<file path="src/rtl/clock_pkg.sv">
// Package: clock_pkg
// Shared mode encoding for the clock set controller and its display/counter
// consumers. The mode value is exported on a 2-bit port, so the enum is
// pinned to explicit encodings (11 unused).
package clock_pkg;

    localparam int unsigned MODE_W = 2;

    typedef enum logic [MODE_W-1:0] {
        MODE_RUN      = 2'b00,
        MODE_SET_HOUR = 2'b01,
        MODE_SET_MIN  = 2'b10
    } mode_t;

    // Mode button advances RUN -> SET_HOUR -> SET_MIN -> RUN.
    function automatic mode_t mode_advance(input mode_t m);
        case (m)
            MODE_RUN:      return MODE_SET_HOUR;
            MODE_SET_HOUR: return MODE_SET_MIN;
            default:       return MODE_RUN;
        endcase
    endfunction

endpackage

</file>
<file path="src/rtl/clock_set_controller_btn_repeat.sv">
// Module: btn_repeat
// Rising-edge detector plus hold/auto-repeat generator for one debounced
// button. A step pulse is produced one cycle after the press edge, then at
// hold count REPEAT_DELAY and every REPEAT_PERIOD cycles after that while held.
// Ports:
//   clk   in  system clock
//   rst   in  synchronous active-high reset
//   btn   in  debounced button level, high = pressed
//   arm   in  steps allowed; dropping it cancels the current press, which then
//             stays dead until the button is released and pressed again
//   step  out registered one-cycle step pulse
module btn_repeat #(
    parameter int unsigned REPEAT_DELAY  = 25_000_000,
    parameter int unsigned REPEAT_PERIOD = 5_000_000
) (
    input  logic clk,
    input  logic rst,
    input  logic btn,
    input  logic arm,
    output logic step
);

    localparam int unsigned HW = $clog2(REPEAT_DELAY + 1);
    localparam int unsigned PW = $clog2(REPEAT_PERIOD + 1);
    localparam logic [HW-1:0] HOLD_MAX   = HW'(REPEAT_DELAY);
    localparam logic [PW-1:0] PER_RELOAD = PW'(REPEAT_PERIOD - 1);

    logic          btn_q;
    logic          active;
    logic [HW-1:0] hold_cnt;
    logic [PW-1:0] rep_cnt;
    logic          rise;
    logic          fire;

    // btn_q tracks the button even during reset, so a press held through
    // reset is not seen as a fresh edge afterwards.
    always_ff @(posedge clk) begin
        btn_q <= btn;
    end

    // hold_cnt equals the number of cycles since the press edge and
    // saturates at REPEAT_DELAY; rep_cnt then counts down the repeat period.
    always_comb begin
        rise = btn & ~btn_q;
        fire = 1'b0;
        if (arm && btn) begin
            if (rise)
                fire = 1'b1;
            else if (active && hold_cnt == HOLD_MAX && rep_cnt == '0)
                fire = 1'b1;
        end
    end

    always_ff @(posedge clk) begin
        if (rst) begin
            active   <= 1'b0;
            hold_cnt <= '0;
            rep_cnt  <= '0;
            step     <= 1'b0;
        end else begin
            step <= fire;
            if (!arm || !btn) begin
                active   <= 1'b0;
                hold_cnt <= '0;
                rep_cnt  <= '0;
            end else if (rise) begin
                active   <= 1'b1;
                hold_cnt <= HW'(1);
                rep_cnt  <= '0;
            end else if (active) begin
                if (hold_cnt < HOLD_MAX)
                    hold_cnt <= hold_cnt + 1'b1;
                else if (rep_cnt == '0)
                    rep_cnt <= PER_RELOAD;
                else
                    rep_cnt <= rep_cnt - 1'b1;
            end
        end
    end

endmodule

</file>
<file path="src/rtl/clock_set_controller.sv">
// Module: clock_set_controller
// Mode/sequencing controller for an HH:MM:SS BCD counter chain. In RUN the
// 1 Hz tick and counter carries are chained into counter enables. In the SET
// modes time is frozen, the INC button (with auto-repeat) steps the selected
// counter without carry ripple, and the selected display field blinks.
// Ports:
//   clk, rst             clock, synchronous active-high reset
//   tick_1hz             1 Hz one-cycle pulse from the prescaler
//   btn_mode, btn_inc    debounced button levels, high = pressed
//   sec_carry, min_carry combinational carries from the sec/min counters
//   en_sec/en_min/en_hour counter enables
//   clr_sec              one-cycle seconds clear on leaving SET_MIN
//   mode                 00 RUN, 01 SET_HOUR, 10 SET_MIN
//   blank_hr, blank_min  blank the selected digit pair (blink off phase)
module clock_set_controller
    import clock_pkg::*;
#(
    parameter int unsigned REPEAT_DELAY  = 25_000_000,
    parameter int unsigned REPEAT_PERIOD = 5_000_000,
    parameter int unsigned BLINK_HALF    = 12_500_000
) (
    input  logic              clk,
    input  logic              rst,
    input  logic              tick_1hz,
    input  logic              btn_mode,
    input  logic              btn_inc,
    input  logic              sec_carry,
    input  logic              min_carry,
    output logic              en_sec,
    output logic              en_min,
    output logic              en_hour,
    output logic              clr_sec,
    output logic [MODE_W-1:0] mode,
    output logic              blank_hr,
    output logic              blank_min
);

    localparam int unsigned BW = $clog2(BLINK_HALF + 1);
    localparam logic [BW-1:0] BLINK_LAST = BW'(BLINK_HALF - 1);

    mode_t         state_q;
    mode_t         state_d;
    logic          btn_mode_q;
    logic          mode_rise;
    logic          inc_arm;
    logic          inc_step;
    logic [BW-1:0] blink_cnt;
    logic          blink_phase;

    // Mode edge register follows the button through reset (no edge on a
    // press held across reset).
    always_ff @(posedge clk) begin
        btn_mode_q <= btn_mode;
    end

    assign mode_rise = btn_mode & ~btn_mode_q;

    // A mode edge in the same cycle as an INC edge wins: disarming here
    // drops the INC press until it is released and pressed again.
    assign inc_arm = (state_q != MODE_RUN) & ~mode_rise;

    btn_repeat #(
        .REPEAT_DELAY (REPEAT_DELAY),
        .REPEAT_PERIOD(REPEAT_PERIOD)
    ) u_inc (
        .clk (clk),
        .rst (rst),
        .btn (btn_inc),
        .arm (inc_arm),
        .step(inc_step)
    );

    always_ff @(posedge clk) begin
        if (rst) begin
            state_q <= MODE_RUN;
            clr_sec <= 1'b0;
        end else begin
            state_q <= state_d;
            clr_sec <= (state_q == MODE_SET_MIN) && mode_rise;
        end
    end

    always_comb begin
        state_d   = state_q;
        en_sec    = 1'b0;
        en_min    = 1'b0;
        en_hour   = 1'b0;
        blank_hr  = 1'b0;
        blank_min = 1'b0;
        if (mode_rise)
            state_d = mode_advance(state_q);
        case (state_q)
            MODE_RUN: begin
                en_sec  = tick_1hz & ~clr_sec;
                en_min  = sec_carry;
                en_hour = min_carry;
            end
            MODE_SET_HOUR: begin
                en_hour  = inc_step;
                blank_hr = ~blink_phase;
            end
            MODE_SET_MIN: begin
                en_min    = inc_step;
                blank_min = ~blink_phase;
            end
            default: state_d = MODE_RUN;
        endcase
    end

    // Blink restarts visible on entering a SET mode and on every INC step.
    always_ff @(posedge clk) begin
        if (rst) begin
            blink_cnt   <= '0;
            blink_phase <= 1'b1;
        end else if (state_d != MODE_RUN && (state_d != state_q || inc_step)) begin
            blink_cnt   <= '0;
            blink_phase <= 1'b1;
        end else if (state_q != MODE_RUN) begin
            if (blink_cnt == BLINK_LAST) begin
                blink_cnt   <= '0;
                blink_phase <= ~blink_phase;
            end else begin
                blink_cnt <= blink_cnt + 1'b1;
            end
        end else begin
            blink_cnt   <= '0;
            blink_phase <= 1'b1;
        end
    end

    assign mode = state_q;

endmodule

</file>
<file path="config.mk">
export PLATFORM = sky130hd
export DESIGN_NAME = clock_set_controller
export DESIGN_NICKNAME = d
export VERILOG_FILES = /design/src/rtl/clock_pkg.sv /design/src/rtl/clock_set_controller_btn_repeat.sv /design/src/rtl/clock_set_controller.sv
export SDC_FILE = /design/constraint.sdc
export NUM_CORES = 1
export LEC_CHECK = 0
export ABC_AREA = 0
export CORE_ASPECT_RATIO = 2
export CORE_MARGIN = 2
export CORE_UTILIZATION = 60
export CTS_CLUSTER_DIAMETER = 50
export CTS_CLUSTER_SIZE = 40
export DETAILED_ROUTE_END_ITERATION = 16
export PLACE_DENSITY = 0.85
export SLEW_MARGIN = 20
export SYNTH_ARGS = -nofsm -noshare
export SYNTH_HDL_FRONTEND = slang
export SYNTH_SLANG_ARGS = --single-unit
</file>
<file path="constraint.sdc">
create_clock -name clk -period 2.4 [get_ports clk]
set_input_delay 0.48 -clock clk [delete_from_list [all_inputs] [get_ports clk]]
set_output_delay 0.48 -clock clk [all_outputs]
set_load 0.03 [all_outputs]
</file>
Word level (Yosys, flattened, before mapping) --
Cells that the tools add are included.
Storage, ports and cells: bits in registers 80, bits in latches 0, bits in writable memories 0, ROM bits 0, input bits 7, output and inout port bits 8, logic and storage cells 70, memories kept 0
Operators by class: $add $sub $neg 3, multiply operators 0, divide/modulo/power cells 0, $lt $le $gt $ge 1, equality and inequality tests 5, shift operators 0, muxes and demuxes 14, bitwise operators 12, reduce and logical (&&, ||, !) cells 24
Operators with widths (number):
- adder 25 x 1 -> 25 bit, second input constant | 1
- == test 25 bit, second input constant | 1
- less-than comparator 25 bit, second input constant | 1
- adder 24 x 1 -> 24 bit, second input constant | 1
- == test 24 bit, second input constant | 1
- logical NOT 23 bit | 1
- 2-to-1 mux 23 bit | 1
- subtractor 23 x 1 -> 23 bit, second input constant | 1
- OR reduction 3 bit | 3
- 2-to-1 mux 1 bit | 8
- inverter 1 bit | 8
- nonzero test 2 bit | 4
- AND reduction 2 bit | 3
- logical AND 1 bit | 5
- bitwise AND 1 bit | 4
- 2-to-1 mux 2 bit | 2
- case mux 1 bit (2 select lines) | 2
- case mux 2 bit (2 select lines) | 1
- OR reduction 2 bit | 2
- OR reduction 4 bit | 1
- == test 2 x 1 -> 1 bit, second input constant | 1
- == test 2 bit, second input constant | 1
- logical NOT 1 bit | 2
- logical NOT 2 bit | 1
- 2 further kinds | 3

Depth between registers and ports, before layout --
Gate-level depths: netlist of the first run.
word-level depth 8, mapped depth 9

Modules after synthesis --
Synthesis of the first run repeated with hierarchy kept, for this count alone.
Second synthesis, totals: cell total of the unflattened synthesis 502, area total of the unflattened synthesis 4201.5 um^2
Modules (own cells, without submodules):
- btn_repeat | times used 1, cells each 335, area an instance 2763.9 um^2, sequential area each 1021.0 um^2
- clock_set_controller | times used 1, cells each 167, area an instance 1437.6 um^2, sequential area each 580.6 um^2

Worst setup path before layout of the first run --
Ideal clock, no wire load.
path kind register -> output, start point reg state_q[1], in the netlist mode[1], end point out en_sec, arrival 1737 ps, data required time 1920 ps, setup slack 183 ps, stages on the path, launching flop included 3, buffers on the path 1, path through dfxtp_1 -> clkbuf_1 -> nor4b_1
On the way: word-level cells in the longest chain between the ends 2
Ends and longest elaborated chain:
- start: declaration | line clock_set_controller.sv:41 | mode_t state_q;
- start signal: assignment | line clock_set_controller.sv:78 | state_q <= state_d;
- logical NOT 2 bit | line clock_set_controller.sv:92 | case (state_q)
- 2-to-1 mux 1 bit | line clock_set_controller.sv:92
- end: declaration | line clock_set_controller.sv:29 | output logic en_sec,
No other way between the ends.

Worst setup path in the final report of the first run --
start point reg state_q[1], in the netlist mode[1], end point out blank_min
On the way: word-level cells in the longest chain between the ends 2
Ends and longest elaborated chain:
- == test 2 bit | line clock_set_controller.sv:92
- 2-to-1 mux 1 bit | line clock_set_controller.sv:92
- end: declaration | line clock_set_controller.sv:35 | output logic blank_min
No other way between the ends.

==> results.cfg, run 1 <==
[sta]
worstMarginPinSlew_ns = 0.564
max_freq_ghz = 0.435
rsz0062_at_grt = false
skew_ns = 0.00623
hold_viol_final = 0
holdWs_ns = 0.467
setup_viol = 0
relSlewSlack_pct = 62.1
slew_viol_final = 0
fin_ws_ns = 0.100
fin_crit_ns = 2.30
fin_crit_sh_pct = 95.8

[placement]
dp_hpwl_um = 6000
io_buffers = 14
place.gp.congestion = 0.908
pre_cts_ws_ns = -0.104
dpl_cell_area_um2 = 4080
dp.cells = 548

[logic_synthesis]
synth_edf_count = 0
netlist_instances = 457
synth-seq-cells = 80
synthFlopType = dfxtp_1
synth_top_area_cell = dfxtp_1
ys_seq_area_share_pct = 41.6
async_reset_ff_share_pct = 0
syn_nets = 469
yosysUniqueCellTypes = 51
yosys_warnings = 0
synth_top_area_share_pct = 41.6
syn_area_um2 = 3850
yosys-top-cells-area = dfxtp_1, nor2_1, xor2_1, xnor2_1, nand4_1
synth_area_per_cell_um2 = 8.43

[global_route]
grt_first_pass_wirelength_um = 14300
grt_overflow = 0
track_usage_pct = 25.7
grt_pass1_vias = 3311
antenna_found_initial = 0
grt_start_max_net_pins = 25

[critical_path]
regToRegEndpoint = u_inc.hold_cnt[6]$_SDFFE_PP0P_
worstPathRequired_ns = 1.92
cp-start-kind = flop
end_kind = output port
regToRegStartpoint = u_inc.hold_cnt[7]$_SDFFE_PP0P_
r2r_cells = 7
critPathArrivalTime_ns = 1.82
criticalPathCategory = flop to output port
r2r_slack_ns = 0.17
crit_path_max_fanout = 12

[finish]
nNetsFinal = 488
fin_util_pct = 70.9
final_cells = 567
regArea_um2 = 1600
area_growth_pct = 15.1
drive_gt1_share_pct = 8.73
nFillCells = 499
diodes = 0
multi_input_area_um2 = 2140
finalInstanceArea_um2 = 4430

[pwr]
peakVddDrop_uv = 519
leakage_nw = 1.42
powerDensity_nw_per_um2 = 650

[die]
core-area_um2 = 6260
placementRows = 41
fp.dieW_um = 60.7
start_util_pct = 61.6
dieArea_um2 = 7120
ios = 15
dieHeight_um = 117

[route]
highest_layer = met4
wl_met1_um = 3110
first_pass_iters = 4
drt_wl_total_um = 8530
via_per_inst = 5.92
drc = 0
wl_met3_um = 181
drt.antenna.violating_nets = 0
dr_wl_met2_um = 5000
initialDrtViolationCount = 224
wire_per_inst_um = 15.0
via_count = 3358

[clock_tree]
cts-root-buf = clkbuf_16
numCtsBuffers = 9
hold_buffers = 0
h-tree-depth = 3
cts.clk_slew.worst_paths_ns = 0.06
numClockSinks = 80
clk_latency_ns = 0.34
cts_tree = yes
clockBufferDepth = 2

[hold_path]
whs_endpoint = blink_cnt[0]$_SDFF_PP0_
hp-start = blink_cnt[0]$_SDFF_PP0_
hold_path.class = flop to flop
hold_depth = 1

[outcome]
outcome = completed

[flow_run]
max_cap_viol_count = 0
cell type report:
class                           instances  share of cell area (%)
Clock buffer                            9                    5.08
Clock inverter                          7                    2.14
Inverter                                8                   0.677
Multi-Input combinational cell        352                    48.3
Sequential cell                        80                    36.1
Tap cell                               86                    2.43
Timing Repair Buffer                   25                    5.28
cell usage after synthesis (all sizes together) (2+ instances only):
cell type	number
xnor2	25
and2	2
nor4	14
or4	4
a211oi	4
ha	5
a311oi	7
nand2	34
nor4b	2
dfxtp	80
o21ai	10
nand2b	6
nor3b	3
o31ai	2
clkbuf	10
nand3	24
a21oi	24
nand4	23
nand3b	2
or2b	2
nor3	17
and3	10
xor2	28
nor2	78
nor2b	4
or3	9
inv	7
and4	3
mux2i	2
buf	7
state kept, by name, summed over array words and instances, names as in the netlist:
signal	flops
blink_cnt	24
blink_phase	1
btn_mode_q	1
clr_sec	1
mode	2
u_inc.active	1
u_inc.btn_q	1
u_inc.hold_cnt	25
u_inc.rep_cnt	23
u_inc.step	1
cell usage in the layout, fill, tap and decap left out, drive strengths merged, types with 5 or more instances in the layout:
cell,netlist,layout
dfxtp,80,80
nor2,78,78
nand2,34,34
xor2,28,28
xnor2,25,25
nand3,24,24
a21oi,24,24
nand4,23,23
nor3,17,17
nor4,14,14
clkdlybuf4s50,0,13
buf,7,11
and3,10,10
o21ai,10,10
clkbuf,10,9
or3,9,9
inv,7,8
a311oi,7,7
nand2b,6,6
ha,5,5
what timing repair did:
action,CTS,global route
pin swaps,0,1
gates resized for setup,1,1
buffers inserted,0,3
endpoints found under the setup margin,1,3
per-stage QoR:
stage / power [mW] / TNS (ns)
after floorplan: 1.42 / 0
after global placement: 1.45 / 0
after detailed placement: 1.45 / -0.104
after CTS: 2.89 / 0
after global routing: 2.95 / 0
final: 2.88 / 0
where the power goes:
| group | internal (mW) | switching [mW] | total [mW] |
|---|---|---|---|
| clock network | 0.912 | 0.549 | 1.46 |
| logic | 0.0334 | 0.0440 | 0.0774 |
| registers | 1.33 | 0.00967 | 1.34 |
cell families after synthesis:
family / share of synthesized area, %
and+or+nand+nor: 33.0
DFF: 41.6
xor gates and xnor gates: 12.0
AOI/OAI and AO/OA: 8.31
buffers and inverters: 2.92
adders and majority gates: 1.62
muxes: 0.520
worst max-delay path by stage:
stage / slack, ns / cells past startpoint / start / end
5_1_grt: 0.001 / 3 / mode[1]$_SDFF_PP0_ / blank_min
6_report: 0.1 / 3 / mode[1]$_SDFF_PP0_ / blank_min
3_5_place_dp: -0.10 / 3 / tick_1hz / en_sec
2_1_floorplan: 0.18 / 2 / mode[1]$_SDFF_PP0_ / en_sec
3_3_place_gp: 0.07 / 3 / tick_1hz / en_sec
4_1_cts: 0.06 / 2 / mode[0]$_SDFF_PP0_ / blank_hr
worst max-delay path, cell delays in order (launching register included):
cell and delay, ns:
dfxtp_1 0.56, nand2b_1 0.12, nor2_1 0.12, clkdlybuf4s50_1 0.68
routing by layer:
metal | vias up | global-route usage [%]
li1 | 1648 | -
met1 | 1651 | 24.6
met2 | 40 | 48.5
met3 | 19 | 5.95
met4 | 0 | 10.5
met5 | - | 0
Note: power is estimated with default switching activity, not from simulation.
==> run 2, diff against run 1 <==
--- a/config.mk
+++ b/config.mk
@@ -17,3 +17,4 @@
 export SYNTH_ARGS = -nofsm -noshare
 export SYNTH_HDL_FRONTEND = slang
 export SYNTH_SLANG_ARGS = --single-unit
+export TNS_END_PERCENT = 5
==> results.cfg, run 2 (same netlist as run 1, synthesis figures left out) <==
[outcome]
outcome = completed

[pwr]
peakVddDrop_uv = 516
leakage_nw = 1.40
powerDensity_nw_per_um2 = 653

[sta]
setup_viol = 0
holdWs_ns = 0.467
rsz0062_at_grt = true
tns_ns = 0
skew_ns = 0.00579
worstMarginPinSlew_ns = 0.557
hold_viol_final = 0
slew_viol_final = 0
relSlewSlack_pct = 62.6
fin_crit_ns = 2.30
max_freq_ghz = 0.436
fin_crit_sh_pct = 95.7

[clock_tree]
h-tree-depth = 3
clockBufferDepth = 2
numClockSinks = 80
cts_tree = yes
numCtsBuffers = 9
clk_latency_ns = 0.33
hold_buffers = 0
cts.clk_slew.worst_paths_ns = 0.06
cts-root-buf = clkbuf_16

[finish]
reg_top3 = u_inc.hold_cnt (25), blink_cnt (24), u_inc.rep_cnt (23)
area_growth_pct = 14.2
top_register = u_inc.hold_cnt
finalInstanceArea_um2 = 4400
nNetsFinal = 485
drive_gt1_share_pct = 8.16
diodes = 0
final_cells = 564
layout_commonest_cell = dfxtp_1
largest_reg_flops = 25
mostFrequentLayoutCells = dfxtp_1, nor2_1, nand2_1

[die]
fp.dieW_um = 60.7
dieHeight_um = 117
core-area_um2 = 6260
placementRows = 41
start_util_pct = 61.6
dieArea_um2 = 7120
ios = 15

[placement]
dpl_cell_area_um2 = 4080
io_buffers = 14
dp.cells = 548
dp_hpwl_um = 6000
place.gp.congestion = 0.908

[critical_path]
end_kind = output port
slowest_delay_ns = 0.68
worstPathCellList = nand2b_1 > nor2_1 > clkdlybuf4s50_1
cp-start-kind = flop
path_buf_inv = 1
criticalPathCategory = flop to output port
cp_slowest_cell = clkdlybuf4s50_1
worstPathRequired_ns = 1.92
crit_path_max_fanout = 12
crit_family = buffers and inverters
critPathArrivalTime_ns = 1.82

[route]
first_pass_iters = 4
drt_wl_total_um = 8420
drt.antenna.violating_nets = 0
via_count = 3357
initialDrtViolationCount = 165
via_per_inst = 5.95
wire_per_inst_um = 14.9
drc = 0

[global_route]
grt_overflow = 0
grt_pass1_vias = 3311
antenna_found_initial = 0
track_usage_pct = 25.7
grt_first_pass_wirelength_um = 14300
grt_start_max_net_pins = 25

[flow_run]
max_cap_viol_count = 0

[hold_path]
hold_path.class = flop to flop
## run 2: cell count changes in the layout (fill, tap and decap cells not counted), sizes merged
cell	delta
buf	-3
## run 2: worst register-to-register path, cell delays in order (launching register included)
cell and delay, ns:
dfxtp_1 0.35, nor4_1 0.44, nand2b_1 0.14, a21o_1 0.32
buf_4 0.24, nor4_1 0.40, xnor2_1 0.18, nor2_1 0.06
## run 2: what timing repair did
item	in CTS	in global routing
gates resized for setup	1	1
setup buffers	0	0
hold endpoints to repair	0	0
setup endpoints to repair	1	3
## run 2: through the flow
stage	power [mW]	worst slack, ns	utilization (%)
floorplan	1.42	0.183	-
global placement	1.45	0.0678	65.2
detailed placement	1.45	-0.104	65.2
CTS	2.89	0.0618	70.3
global route	2.95	-0.00366	70.3
finish	2.87	0.104	70.3
## run 2: worst paths after layout
kind                                        from                             end  slack, ns  depth (start not counted)
setup / recovery              mode[1]$_SDFF_PP0_                       blank_min       0.10                          3
hold / removal           blink_cnt[0]$_SDFF_PP0_         blink_cnt[0]$_SDFF_PP0_       0.47                          1
setup reg to reg  u_inc.hold_cnt[7]$_SDFFE_PP0P_  u_inc.hold_cnt[6]$_SDFFE_PP0P_       0.17                          7
hold reg to reg          blink_cnt[0]$_SDFF_PP0_         blink_cnt[0]$_SDFF_PP0_       0.47                          1
## run 2: where the power goes
group	switching (mW)	internal, mW
sequential	0.00965	1.33
clock	0.541	0.912
combinational	0.0437	0.0334
## run 2: layer usage
metal	GRT usage [%]	wire length (um)	vias up
met4	10.5	229	0
met5	0	0	-
met1	24.6	3000	1640
met3	5.95	229	20
met2	48.5	4960	56
li1	-	-	1641
## run 2: cell type report
cell class	instances	area [um2]
inverter	8	30.0
clock inverter	7	95.1
fill	504	1860
multi-input combinational	352	2140
sequential	80	1600
tap	86	108
timing repair buffer	22	199
clock buffer	9	225
==> run 3, diff against run 2 <==
--- a/config.mk
+++ b/config.mk
@@ -8,12 +8,12 @@
 export ABC_AREA = 0
 export CORE_ASPECT_RATIO = 2
 export CORE_MARGIN = 2
-export CORE_UTILIZATION = 60
+export CORE_UTILIZATION = 63
 export CTS_CLUSTER_DIAMETER = 50
 export CTS_CLUSTER_SIZE = 40
 export DETAILED_ROUTE_END_ITERATION = 16
+export DONT_BUFFER_PORTS = 1
 export PLACE_DENSITY = 0.85
-export SLEW_MARGIN = 20
 export SYNTH_ARGS = -nofsm -noshare
 export SYNTH_HDL_FRONTEND = slang
 export SYNTH_SLANG_ARGS = --single-unit
==> results.cfg, run 3 (same netlist as run 1, synthesis figures left out) <==
[pwr]
leakage_nw = 1.40
peakVddDrop_uv = 640
powerDensity_nw_per_um2 = 648
power_mw = 2.78

[hold_path]
whs_endpoint = btn_mode_q$_DFF_P_
hold_depth = 0
hold_path.class = input pin to flop
hp-start = btn_mode

[sta]
tns_ns = 0
worstMarginPinSlew_ns = 0.663
holdWs_ns = 0.163
fin_crit_ns = 2.20
hold_viol_final = 0
relSlewSlack_pct = 55.7
slew_viol_final = 0
skew_ns = 0.00580
fin_ws_ns = 0.199
max_freq_ghz = 0.454
fin_crit_sh_pct = 91.7
rsz0062_at_grt = false
setup_viol = 0

[finish]
drive_gt1_share_pct = 9.55
multi_input_area_um2 = 2150
reg_top3 = u_inc.hold_cnt (25), blink_cnt (24), u_inc.rep_cnt (23)
largest_reg_flops = 25
nNetsFinal = 478
area_growth_pct = 11.4
regArea_um2 = 1600
mostFrequentLayoutCells = dfxtp_1, nor2_1, nand2_1
layout_commonest_cell = dfxtp_1
top_register = u_inc.hold_cnt
diodes = 0
nFillCells = 422

[route]
wl_met3_um = 201
highest_layer = met4
drt.antenna.violating_nets = 0
first_pass_iters = 4
drc = 0
dr_wl_met2_um = 4840
via_per_inst = 6.19
via_count = 3308
wl_met1_um = 3170
initialDrtViolationCount = 163
wire_per_inst_um = 16.1
drt_wl_total_um = 8580

[die]
ios = 15
core-area_um2 = 5960
dieArea_um2 = 6800
dieHeight_um = 115
fp.dieW_um = 59.3
start_util_pct = 64.7
placementRows = 40

[clock_tree]
clk_latency_ns = 0.34
cts.clk_slew.worst_paths_ns = 0.06
numClockSinks = 80
numCtsBuffers = 9
hold_buffers = 0
h-tree-depth = 3
cts_tree = yes
clockBufferDepth = 2
cts-root-buf = clkbuf_16

[placement]
dp_hpwl_um = 6040
io_buffers = 0
place.gp.congestion = 0.918
pre_cts_ws_ns = 0.178

[global_route]
antenna_found_initial = 0
grt_overflow = 0
track_usage_pct = 27.1
grt_first_pass_wirelength_um = 14000
grt_start_max_net_pins = 25
grt_pass1_vias = 3228

[critical_path]
r2r_slack_ns = 0.20
crit_path_max_fanout = 17
regToRegStartpoint = u_inc.hold_cnt[20]$_SDFFE_PP0P_
cp_slowest_cell = or3_1
critPathArrivalTime_ns = 2.42
criticalPathCategory = flop to flop
r2r_cells = 7
regToRegEndpoint = u_inc.rep_cnt[12]$_SDFFE_PP0P_
slowest_delay_ns = 0.41
cp-start-kind = flop
end_kind = flop
crit_path_start = u_inc.hold_cnt[20]$_SDFFE_PP0P_
worstPathRequired_ns = 2.62
worstPathCellList = nand3_1 > nor4_4 > a21oi_1 > buf_4 > or3_1 > nand2_2 > nor2_1

[flow_run]
max_cap_viol_count = 0

[outcome]
outcome = completed
==> run 3: changes by cell type in the layout (fill, tap and decap cells not counted), sizes merged <==
cell           before  now
buf                 8   15
bufinv              2    1
clkbuf              9   10
clkdlybuf4s50      13    0
clkinv              4    5
dlygate4sd2         1    0
inv                 8    7
==> run 3: report_power, final <==
group          internal (mW)  switching [mW]  total [mW]
Combinational         0.0198          0.0448      0.0646
Sequential              1.33         0.00470        1.34
Clock                  0.836           0.542        1.38
==> run 3: repair_timing <==
action                     CTS  global route
gates resized for setup      0             1
setup endpoints to repair    0            17
setup buffers                0             2
==> run 3: metal layers <==
metal  vias up  global-route usage [%]
met5         -                       0
li1       1632                       -
met4         0                    16.7
met3        33                    7.01
met2        67                    49.6
met1      1576                    25.2
==> run 3: cell type report <==
type                    instances  share of cell area [%]
multi-input cells             352                    50.1
flip-flops and latches         80                    37.3
clock buffers                  10                    5.57
repair buffers                 15                    2.92
well taps                      63                    1.84
clock inverters                 6                    1.60
inverters                       8                   0.700
==> run 3: critical path, delay by kind of cell (launching register included) <==
kind            cells  cell delay (ns)
compound gates      1             0.17
flops               1             0.39
simple gates        5             1.29
buf+inv             1             0.23
==> run 3: metrics by stage <==
| step | cells | util [%] | area [um2] |
|---|---|---|---|
| after floorplan | 457 | - | 3850 |
| after global placement | 516 | 66.3 | 3950 |
| after detailed placement | 516 | 66.3 | 3950 |
| after CTS | 532 | 71.4 | 4260 |
| after global routing | 534 | 72.1 | 4290 |
| final | 534 | 72.1 | 4290 |
==> run 3: how the worst max path moves through the flow <==
stage | endpoint | depth (start not counted) | slack, ns
after floorplan | en_sec | 2 | 0.18
after global placement | u_inc.rep_cnt[8]$_SDFFE_PP0P_ | 7 | 0.26
after detailed placement | u_inc.rep_cnt[8]$_SDFFE_PP0P_ | 7 | 0.18
after CTS | u_inc.rep_cnt[8]$_SDFFE_PP0P_ | 7 | 0.16
after global routing | u_inc.rep_cnt[1]$_SDFFE_PP0P_ | 8 | 0.02
final | u_inc.rep_cnt[12]$_SDFFE_PP0P_ | 7 | 0.20
==> edit 1, RTL diff (settings of run 2) <==
`REPEAT_PERIOD` is set to 5_000_000 in 2 places; all go to 10_000_000.
--- a/src/rtl/clock_set_controller_btn_repeat.sv
+++ b/src/rtl/clock_set_controller_btn_repeat.sv
@@ -11,7 +11,7 @@
 //   step  out registered one-cycle step pulse
 module btn_repeat #(
     parameter int unsigned REPEAT_DELAY  = 25_000_000,
-    parameter int unsigned REPEAT_PERIOD = 5_000_000
+    parameter int unsigned REPEAT_PERIOD = 10_000_000
 ) (
     input  logic clk,
     input  logic rst,
--- a/src/rtl/clock_set_controller.sv
+++ b/src/rtl/clock_set_controller.sv
@@ -16,7 +16,7 @@
     import clock_pkg::*;
 #(
     parameter int unsigned REPEAT_DELAY  = 25_000_000,
-    parameter int unsigned REPEAT_PERIOD = 5_000_000,
+    parameter int unsigned REPEAT_PERIOD = 10_000_000,
     parameter int unsigned BLINK_HALF    = 12_500_000
 ) (
     input  logic              clk,
Behaviour: same outputs for any inputs over 10 cycles, from zero or initial values and one cycle with rst high; that may be too few to reach the edited logic, so the function may still have changed.
==> edit 1 against run 2 <==
Worst hold slack got worse by 7.5 ps; sequential share of layout area fell by 3.2 points; first-iteration DRC count rose by 130%; sequential cell count rose by 1; final area rose by 11%; wire length rose by 25%; count of clock-buffer cells in the layout rose by 2; clock power fell by 14%; highest routed layer unchanged; final cell count rose by 10%; critical endpoint is now u_inc.rep_cnt[6]$_SDFFE_PP0P_; non-clock buffer count rose by 14; power fell by 6.5%; setup slack got worse by 9.5 ps; synthesized cell count rose by 11%; synthesized area rose by 10%.
==> edit 1: results (changes against run 2) <==
Placement
  • Final HPWL DP: 7.49 mm (was 6.00 mm)
  • Post-DP Area: 4590 um2 (was 4080 um2)
  • Final Wtd Congestion: 0.869 (was 0.908)
  • Post-Place Worst Slack: 54.6 ps (was -104 ps)

Setup path
  • Crit path kind: reg -> reg (was reg -> out)
  • Reg2Reg Depth: 5 (was 7)
  • Reg2reg end: u_inc.rep_cnt[6]$_SDFFE_PP0P_ (was u_inc.hold_cnt[6]$_SDFFE_PP0P_)
  • CP arrival: 2530 ps (was 1820 ps)
  • Crit-path max FO: 9 (was 12)

Status
  • Status: finished, final reports clean (unchanged)

Synthesis
  • Mux cell area share after synthesis: 1.41% (was 0.519%)
  • Synthesized instance count: 508 (was 457)
  • Seq/Total Area, Yosys: 38.1% (was 41.6%)
  • Top cells by area, synth: dfxtp_1, nor2_1, a21oi_1, nand3_1, nand2_1 (was dfxtp_1, nor2_1, xor2_1, xnor2_1, nand4_1)
  • Compound-Gate Fraction of Synth Area: 17.7% (was 8.31%)
  • Syn nets: 520 (was 469)
  • Synth unique cells: 65 (was 51)

Power
  • P_leak: 1.61 nW (was 1.40 nW)
  • Peak supply drop: 0.534 mV (was 0.516 mV)
  • P_clk: 1.24 mW (was 1.45 mW)
  • P_sw: 0.600 mW (was 0.595 mW)
  • Switching power share of the total: 22.3% (was 20.7%)

Detailed routing
  • First-pass DRT Iterations: 5 (was 4)
  • Vias/cell: 6.34 (was 5.95)
  • DR vias: 3946 (was 3357)
  • DRT iter0 DRCs: 385 (was 165)

Cells and area
  • Nets: 539 (was 485)
  • Largest regs: u_inc.hold_cnt x25, blink_cnt x24, u_inc.rep_cnt x24 (was u_inc.hold_cnt x25, blink_cnt x24, u_inc.rep_cnt x23)
  • Fraction of layout cells with a size suffix above 1: 9.96% (was 8.16%)

Global route
  • Total track usage: 28.5% (was 25.7%)
  • First-pass GRT wire length: 17.6 mm (was 14.3 mm)
  • Vias in the first global route: 3989 (was 3311)

STA
  • FMAX: 434 MHz (was 436 MHz)
==> edit 1: final cells by class <==
cell class | instances | area [um2] | share of cell area, %
clock buffer | 11 | 233 | 4.77
clock inverter | 5 | 32.5 | 0.666
inverter | 14 | 52.6 | 1.08
multi-input combinational | 385 | 2470 | 50.6
sequential | 81 | 1620 | 33.2
tap | 90 | 113 | 2.31
timing repair buffer | 36 | 358 | 7.33
==> edit 1: worst max-delay path: stages (launching register included) <==
cell and delay, ps:
dfxtp_1 360, nor4b_4 380, o2111ai_4 230, a211o_1 460, or4_1 530, o221a_1 240
==> edit 1: metal layers <==
metal | up-vias | global-route usage (%) | part of all wire (%) | wire (um)
li1 | 1929 | - | - | -
met1 | 1890 | 25.9 | 35 | 3700
met2 | 87 | 54.5 | 58 | 6090
met3 | 40 | 5.64 | 2.5 | 265
met4 | 0 | 20.7 | 4.4 | 466
met5 | - | 0 | 0 | 0
==> edit 2, RTL diff (settings of run 2) <==
Without the edit above. Put a register stage on the output `en_sec`, with the module's reset. The value now appears one clock later. The other outputs are not delayed to match.
--- a/src/rtl/clock_set_controller.sv
+++ b/src/rtl/clock_set_controller.sv
@@ -37,6 +37,8 @@
 
     localparam int unsigned BW = $clog2(BLINK_HALF + 1);
     localparam logic [BW-1:0] BLINK_LAST = BW'(BLINK_HALF - 1);
+
+    logic en_sec_d;
 
     mode_t         state_q;
     mode_t         state_d;
@@ -82,7 +84,7 @@
 
     always_comb begin
         state_d   = state_q;
-        en_sec    = 1'b0;
+        en_sec_d  = 1'b0;
         en_min    = 1'b0;
         en_hour   = 1'b0;
         blank_hr  = 1'b0;
@@ -91,7 +93,7 @@
             state_d = mode_advance(state_q);
         case (state_q)
             MODE_RUN: begin
-                en_sec  = tick_1hz & ~clr_sec;
+                en_sec_d = tick_1hz & ~clr_sec;
                 en_min  = sec_carry;
                 en_hour = min_carry;
             end
@@ -130,5 +132,13 @@
 
     assign mode = state_q;
 
+    always_ff @(posedge clk) begin
+        if (rst) begin
+            en_sec <= '0;
+        end else begin
+            en_sec <= en_sec_d;
+        end
+    end
+
 endmodule
 
Behaviour: not the same (Yosys sat finds a counterexample within 4 cycles, from zero or initial values and one cycle with rst high).
==> edit 2 against run 2 <==
Synthesized cell count rose by 5.7%; setup slack gained 5.7 ps; final area up 7.0%; sequential cell count increased by 1; wire length grew 21%; synthesized area rose by 5.4%; power decreased by 3.2%; critical path type is now reg -> reg; register-to-register slack worse by 60 ps.
==> edit 2: results (changes against run 2) <==
Status
  • Status: finished, final reports clean (unchanged)

Synthesis
  • Compound-Gate Fraction of Synth Area: 17.9% (was 8.31%)
  • Syn nets: 495 (was 469)
  • Mux cell area share after synthesis: 0.739% (was 0.519%)
  • Seq/Total Area, Yosys: 39.9% (was 41.6%)
  • Top cells by area, synth: dfxtp_1, a21oi_1, or4_1, nor2_1, o31ai_1 (was dfxtp_1, nor2_1, xor2_1, xnor2_1, nand4_1)
  • Most instantiated cells after synthesis: dfxtp_1, nor2_1, a21oi_1, nand2_1, nand3_1 (was dfxtp_1, nor2_1, nand2_1, xor2_1, xnor2_1)
  • Synth unique cells: 57 (was 51)
  • Area share of fa/ha/maj cells after synthesis: 1.54% (was 1.62%)

Cells and area
  • Seq cells: 81 (was 80)
  • Buffers excl. clock: 39 (was 22)
  • Fraction of layout cells with a size suffix above 1: 9.92% (was 8.16%)
  • Multi-input gate area: 2290 um2 (was 2140 um2)
  • Number of multi-input logic gates: 361 (was 352)
  • Layout fillers: 496 (was 504)
  • Final non-filler cell total: 602 (was 564)
  • Clock buf/inv share: 6.06% (was 7.28%)
  • Sequential share of cell area: 34.5% (was 36.4%)
  • Nets: 522 (was 485)

Global route
  • First-pass GRT wire length: 16.8 mm (was 14.3 mm)
  • Total track usage: 28.2% (was 25.7%)
  • Met2 Use GR: 52.9% (was 48.5%)
  • Vias in the first global route: 3819 (was 3311)
  • Met3 Use GR: 4.93% (was 5.95%)

Placement
  • Placed instance count: 587 (was 548)
  • Final HPWL DP: 7.20 mm (was 6.00 mm)
  • Port bufs: 14 (unchanged)
  • Final Wtd Congestion: 0.912 (was 0.908)

Setup path
  • CP max stage cell: or4_4 (was clkdlybuf4s50_1)
  • Worst r2r src: u_inc.hold_cnt[8]$_SDFFE_PP0P_ (was u_inc.hold_cnt[7]$_SDFFE_PP0P_)
  • CP arrival: 2560 ps (was 1820 ps)
  • Flop-to-flop setup slack: 110 ps (was 170 ps)
  • Crit path to: u_inc.hold_cnt[23]$_SDFFE_PP0P_ (was blank_min)
  • Crit-path max FO: 15 (was 12)
  • Largest delay share family, worst path: simple AND/OR/NAND/NOR gates (was buffers and inverters)
  • Reg2Reg Depth: 6 (was 7)
  • CP peak stage delay: 540 ps (was 680 ps)

Power
  • P_comb: 0.0887 mW (was 0.0771 mW)
  • Peak supply drop: 0.579 mV (was 0.516 mV)
  • Switching power share of the total: 21.6% (was 20.7%)
  • P_leak: 1.45 nW (was 1.40 nW)
  • P_clk: 1.33 mW (was 1.45 mW)

Detailed routing
  • Routed len/inst: 17.0 um (was 14.9 um)
  • DRT iter0 DRCs: 304 (was 165)
  • DR vias: 3894 (was 3357)

Min path
  • Hold endpoint: blink_cnt[0]$_SDFF_PP0_ (unchanged)
  • Hold path cells: 1 (unchanged)

STA
  • Worst-margin pin slew: 519 ps (was 557 ps)

CTS
  • Clk_lat worst skew: about 340 ps
## edit 2: cell count changes in the layout (fill, tap and decap cells not counted), moves of 12 or more
| cell | change |
|---|---|
| nor2_1 | -36 |
| or4_1 | +18 |
| buf_4 | +17 |
| xor2_1 | -17 |
| o31ai_1 | +15 |
| a21oi_1 | +12 |
## edit 2: per-stage QoR
stage	cell area (um2)	util, %	setup slack [ps]	total power [mW]	hold WS (ps)
detailed placement	4410	67.1	98.6	1.48	449
floorplan	4060	-	284	1.44	426
global route	4710	71.7	4.56	2.85	504
global placement	4410	67.1	161	1.47	436
CTS	4690	71.5	86.0	2.80	463
finish	4710	71.7	110	2.78	458
## edit 2: metal layers
metal,vias up,part of all wire [%]
met3,51,4.3
met5,-,0
met2,127,55
met4,0,5.3
li1,1864,-
met1,1852,35
## edit 2: timing repair
action,CTS,global route
setup buffers,0,0
gates resized for setup,1,2
endpoints found under the setup margin,1,10
hold endpoints to repair,0,0
